**config.mk**
```make
export PLATFORM = sky130hd
export DESIGN_NAME = lsu_mem_req
export DESIGN_NICKNAME = d
export VERILOG_FILES = /design/src/rtl/lsu_mem_req.sv
export SDC_FILE = /design/constraint.sdc
export NUM_CORES = 1
export LEC_CHECK = 0
export BUFFER_PORTS_ARGS = -buffer_cell sky130_fd_sc_hd__buf_4
export CAP_MARGIN = 20
export CORE_UTILIZATION = 45
export CTS_BUF_LIST = sky130_fd_sc_hd__clkbuf_8 sky130_fd_sc_hd__clkbuf_16
export CTS_CLUSTER_DIAMETER = 50
export DETAILED_ROUTE_END_ITERATION = 8
export GPL_TIMING_DRIVEN = 0
export PLACE_DENSITY = 0.81
export SLEW_MARGIN = 20
export SYNTH_ARGS = -nofsm -noshare
export SYNTH_HDL_FRONTEND = slang
export SYNTH_SLANG_ARGS = --single-unit
export TNS_END_PERCENT = 1
```
**constraint.sdc**
```tcl
create_clock -name clk -period 4.15 [get_ports clk]
set_input_delay 0.2075 -clock clk [delete_from_list [all_inputs] [get_ports clk]]
set_output_delay 0.2075 -clock clk [all_outputs]
set_load 0.01 [all_outputs]
```
**src/rtl/lsu_mem_req.sv**
```systemverilog
// rtl/lsu_mem_req.sv - load/store unit data-memory request initiator (optional LSU_DELAY_EN: multi-cycle access of MEM_LAT cycles)
module lsu_mem_req #(
  parameter int MEM_LAT = 1
) (
  input  logic        clk,
  input  logic        rst,
  input  logic        in_valid,
  output logic        in_ready,
  input  logic        in_load,
  input  logic        in_store,
  input  logic [2:0]  in_op,
  input  logic [31:0] in_addr,
  input  logic [31:0] in_wdata,
  input  logic [4:0]  in_rd,
  output logic        out_valid,
  input  logic        out_ready,
  output logic [31:0] out_rdata,
  output logic [4:0]  out_rd,
  output logic        out_is_load,
  output logic        out_err,
  output logic        mem_we,
  output logic        mem_re,
  output logic [31:0] mem_wdith,
  output logic [31:0] mem_addr,
  output logic [31:0] mem_din,
  input  logic [31:0] mem_dout
);

  localparam logic [1:0] S_IDLE   = 2'd0;
  localparam logic [1:0] S_ACCESS = 2'd1;
  localparam logic [1:0] S_RESP   = 2'd2;

  logic [1:0]  state;
  logic [2:0]  op_q;
  logic        load_q;
  logic        req;
  logic        req_err;
  logic        bad_op;
  logic        misaligned;
  logic        last;
  logic [31:0] req_width;
  logic [31:0] ext_data;

  // A new request can be taken when idle, or when the pending response is being consumed.
  assign in_ready  = (state == S_IDLE) | ((state == S_RESP) & out_ready);
  assign out_valid = (state == S_RESP);
  assign req       = in_valid & in_ready & (in_load | in_store);

  // Classify the incoming request: illegal op first, then alignment against the access size.
  always_comb begin
    bad_op     = 1'b0;
    misaligned = 1'b0;
    req_width  = 32'd4;
    case (in_op)
      3'b000, 3'b001, 3'b010, 3'b100, 3'b101: bad_op = in_store & ~in_load & in_op[2];
      default:                                bad_op = 1'b1;
    endcase
    case (in_op[1:0])
      2'b00:   req_width = 32'd1;
      2'b01: begin
        req_width  = 32'd2;
        misaligned = in_addr[0];
      end
      default: begin
        req_width  = 32'd4;
        misaligned = |in_addr[1:0];
      end
    endcase
  end

  assign req_err = bad_op | misaligned;

`ifdef LSU_DELAY_EN
  localparam int CW = (MEM_LAT > 1) ? $clog2(MEM_LAT) : 1;
  logic [CW-1:0] cnt;

  // Down-counter holding ACCESS for MEM_LAT cycles; zero marks the final access cycle.
  always_ff @(posedge clk) begin
    if (rst) begin
      cnt <= '0;
    end else if (req) begin
      cnt <= CW'(MEM_LAT - 1);
    end else if ((state == S_ACCESS) && (cnt != '0)) begin
      cnt <= cnt - 1'b1;
    end
  end

  assign last = (cnt == '0);
`else
  // Single-cycle access; MEM_LAT has no effect without the delay option.
  assign last = (MEM_LAT > 0) | 1'b1;
`endif

  // Strobes live only in ACCESS; a store writes once, on the final access cycle.
  assign mem_re = (state == S_ACCESS) & load_q;
  assign mem_we = (state == S_ACCESS) & ~load_q & last;

  // Sign/zero extension of the returned low bytes according to the latched op.
  always_comb begin
    ext_data = mem_dout;
    case (op_q)
      3'b000:  ext_data = {{24{mem_dout[7]}}, mem_dout[7:0]};
      3'b100:  ext_data = {24'd0, mem_dout[7:0]};
      3'b001:  ext_data = {{16{mem_dout[15]}}, mem_dout[15:0]};
      3'b101:  ext_data = {16'd0, mem_dout[15:0]};
      default: ext_data = mem_dout;
    endcase
  end

  // Request/response FSM; errored requests bypass ACCESS so memory never sees them.
  always_ff @(posedge clk) begin
    if (rst) begin
      state       <= S_IDLE;
      op_q        <= 3'd0;
      load_q      <= 1'b0;
      out_rdata   <= 32'd0;
      out_rd      <= 5'd0;
      out_is_load <= 1'b0;
      out_err     <= 1'b0;
      mem_wdith   <= 32'd0;
      mem_addr    <= 32'd0;
      mem_din     <= 32'd0;
    end else if (req) begin
      op_q        <= in_op;
      load_q      <= in_load;
      mem_addr    <= in_addr;
      mem_din     <= in_wdata;
      mem_wdith   <= req_width;
      out_rd      <= in_rd;
      out_is_load <= in_load;
      out_rdata   <= 32'd0;
      out_err     <= req_err;
      state       <= req_err ? S_RESP : S_ACCESS;
    end else if ((state == S_RESP) && out_ready) begin
      state <= S_IDLE;
    end else if ((state == S_ACCESS) && last) begin
      state     <= S_RESP;
      out_rdata <= load_q ? ext_data : 32'd0;
    end
  end

endmodule

```
==> out/qor.csv <==
metric,value,unit
status,"finished, final reports clean",
Main synth FF type,dfxtp_1,
Final Max Slew Viols,0,
startpoint types,register,
die height,101.4,um
Yosys cell types,32,
Worst Skew,15.54,ps
"EDFF count, synth",0,
max-cap viol count,0,
largest net degree at the start of global routing,19,
Ports,249,
Sw Ratio,0.2757,
chip width,101.4,um
peak supply drop,0.2011,mV
top sig layer,met4,
final period utilization,0.4250,
crit path cell chain,"nand2b_1, buf_2, buf_2, nor2_1, buf_4",
largest area contributor in the netlist,dfxtp_1,
"Largest stage delay, worst path",420,ps
die area,10290,um^2
gr ovfl total,0,
drt wl/cell,13.42,um
"non-filler cells, final",933,
reg2reg setup slack,2610,ps
vias in the first global route,4150,
Vias/cell,4.800,
"Slowest-stage cell, CP",dfxtp_1,
Initial Util,0.4726,
routed wl met2,6.082,mm
Crit Reg-Reg Startpoint,state[1]$_SDFFE_PP0P_,
fin util,0.6959,
htree depth,3,
clock slew seen by the registers of the worst setup and hold paths,110,ps
clock tree from TritonCTS,built,
Worst Reg2Reg Path Length in Cells,5,
Num CTS Buffers,9,
CTS Buffer Depth,2,
detailed placer's ending HPWL,9.739,mm
hold crit path type,in2reg,
Final Wtd Congestion,0.8162,
Total Nets Final,909,
final WL,12.53,mm
via count,4478,
Hold Path Origin,in_wdata[25],
sequential-to-total area share from yosys stat,0.4994,
post-synth top area share,0.4994,
final number of setup-violating endpoints,0,
PD cells,338.5,nW/um^2
Root Driver,clkbuf_8,
combinational share of power,0.194,
first-pass GRT wire length,19.38,mm
GRT Total Usage,0.2391,
Worst EP required,3940,ps
Skew-Pair Late Insertion Delay,360,ps
Inst Count DP,917,
worst-margin pin slew,559.4,ps
mapped cell area,4449,um^2
RSZ-0062 raised after global routing,false,
crit path DAT,1560,ps
P&R area growth vs syn,47.27,%
"Max FO, Critical Path",10,
type of the worst setup path,reg2out,
Hold Path Sink,mem_din[25]$_SDFFE_PP0P_,
Ys Warns,0,
metal1 wirelength,5.055,mm
Antenna Nets Post-Route,0,
fraction of layout cells with a size suffix above 1,0.3794,
LEAKAGE,0.003064,uW
Clock Power Share,0.291,
IO buf count,218,
Setup crit end kind,output port,
CTS resizes,0,
Pint,1606,uW
max frequency,0.5670,GHz
initial antenna violation count,0,
Most Frequent Cell on Critical Path,buf_2,
setup_tns,0,ps
core area,9415,um^2
CTS sink cnt,111,
number of synthesized register bits,111,
drt drc,0,
Final Hold Viols,0,
drt pass-1 iters,5,
min cycle time layout,1764,ps
Placement Rows,35,
Post-Synthesis Cells,542,
synthesized area per cell,8.209,um^2
asr flop ratio synth,0,
Crit Reg-Reg Endpoint,out_rdata[21]$_SDFFE_PP0P_,
post-CTS setup buffers,0,
diodes inserted,0,
max_slew headroom,0.6257,
DR iter-0 viols,143,
Hold Crit Depth,3,
Sw Pwr,611.6,uW
CTS hold repair buffers,0,
Flop pwr share,0.515,
Area contributors post-synth,"dfxtp_1, nand2_1, a21oi_1",
routed wl met3,1.099,mm
-- registers in the layout, summed over array words and instances (netlist names) --
signal / flops
load_q: 1
mem_addr: 32
mem_din: 32
mem_wdith: 3
op_q: 3
out_err: 1
out_rd: 5
out_rdata: 32
state: 2
-- cells in the final DEF (no fill, tap or decap), types with 2 or more instances in the layout --
cell / instances
o21ai_0: 9
nand2_1: 166
buf_4: 256
a21oi_1: 85
inv_1: 2
buf_2: 16
dfxtp_1: 111
conb_1: 29
a22oi_2: 10
inv_6: 3
clkbuf_8: 12
nor2_1: 28
buf_6: 4
a21o_1: 16
nand3_1: 9
nor2b_1: 2
o21a_1: 2
nand2b_1: 2
clkbuf_1: 13
a22oi_1: 14
-- worst max-delay path, delay by kind of cell, from the launching register on --
| family | cells | cell delay, ps |
|---|---|---|
| flops | 1 | 420 |
| buf+inv | 3 | 570 |
| simple gates | 2 | 200 |
-- cell usage after synthesis, types with 2 or more instances --
library cell and n:
nand2_1 166, dfxtp_1 111, a21oi_1 85, buf_4 38
nor2_1 28, a21o_1 16, buf_2 16, a22oi_1 14
clkbuf_1 13, a22oi_2 10, nand3_1 9, o21ai_0 9
buf_6 4, inv_1 2, nand2b_1 2, nor2b_1 2
o21a_1 2
-- per-layer routing --
layer,global-route usage,vias up
li1,-,2246
met1,0.2731,2014
met2,0.4202,196
met3,0.06970,22
met4,0.09476,0
met5,0,-
-- how the worst max path moves through the flow --
stage                           from                         end  cells past startpoint  slack [ps]
3_3_place_gp                     rst    mem_din[27]$_SDFFE_PP0P_                      4        2560
3_5_place_dp                     rst    mem_addr[4]$_SDFFE_PP0P_                      4        2530
5_1_grt        state[1]$_SDFFE_PP0P_                      mem_we                      5        2240
6_report       state[1]$_SDFFE_PP0P_                      mem_we                      5        2390
4_1_cts        state[1]$_SDFFE_PP0P_                      mem_we                      5        2360
2_1_floorplan   op_q[0]$_SDFFE_PP0P_  out_rdata[21]$_SDFFE_PP0P_                      6        2780
-- kinds of logic (layout without fill, tap and decap cells) --
group | count (synthesis) | count (layout) | synth area share
flip-flops | 111 | 111 | 0.4994
AND/OR/NAND/NOR | 215 | 215 | 0.1929
multiplexers | 1 | 1 | 0.003374
AO/OA/AOI/OAI | 141 | 141 | 0.1985
buffers and inverters | 73 | 307 | 0.1049
other | 1 | 29 | 0.0008428
-- stage by stage --
step                      hold slack, ps  power [uW]  setup WS, ps  instance area, um^2
final                              75.84        2218          2386                 6553
after CTS                          65.96        2231          2356                 6553
after global routing               58.77        2322          2239                 6553
after global placement             441.2        1585          2565                 6352
after detailed placement           447.1        1595          2529                 6352
after floorplan                    343.5        1388          2782                 4554
-- cell type report --
cell class	instances	area, um^2
fill	769	2863
sequential	111	2222
multi-input combinational	386	1866
timing repair buffer	218	1637
buffer	71	459.2
clock buffer	12	165.2
tap	129	161.4
clock inverter	4	35.03
inverter	2	7.507
-- power groups by stage --
stage,combinational [uW],sequential [uW],clock [uW]
final,429,1140,646
after global routing,471,1150,702
after CTS,429,1140,659
after detailed placement,428,1170,0
after global placement,420,1160,0
after floorplan,201,1190,0
Power figures use the tool's default switching activity.
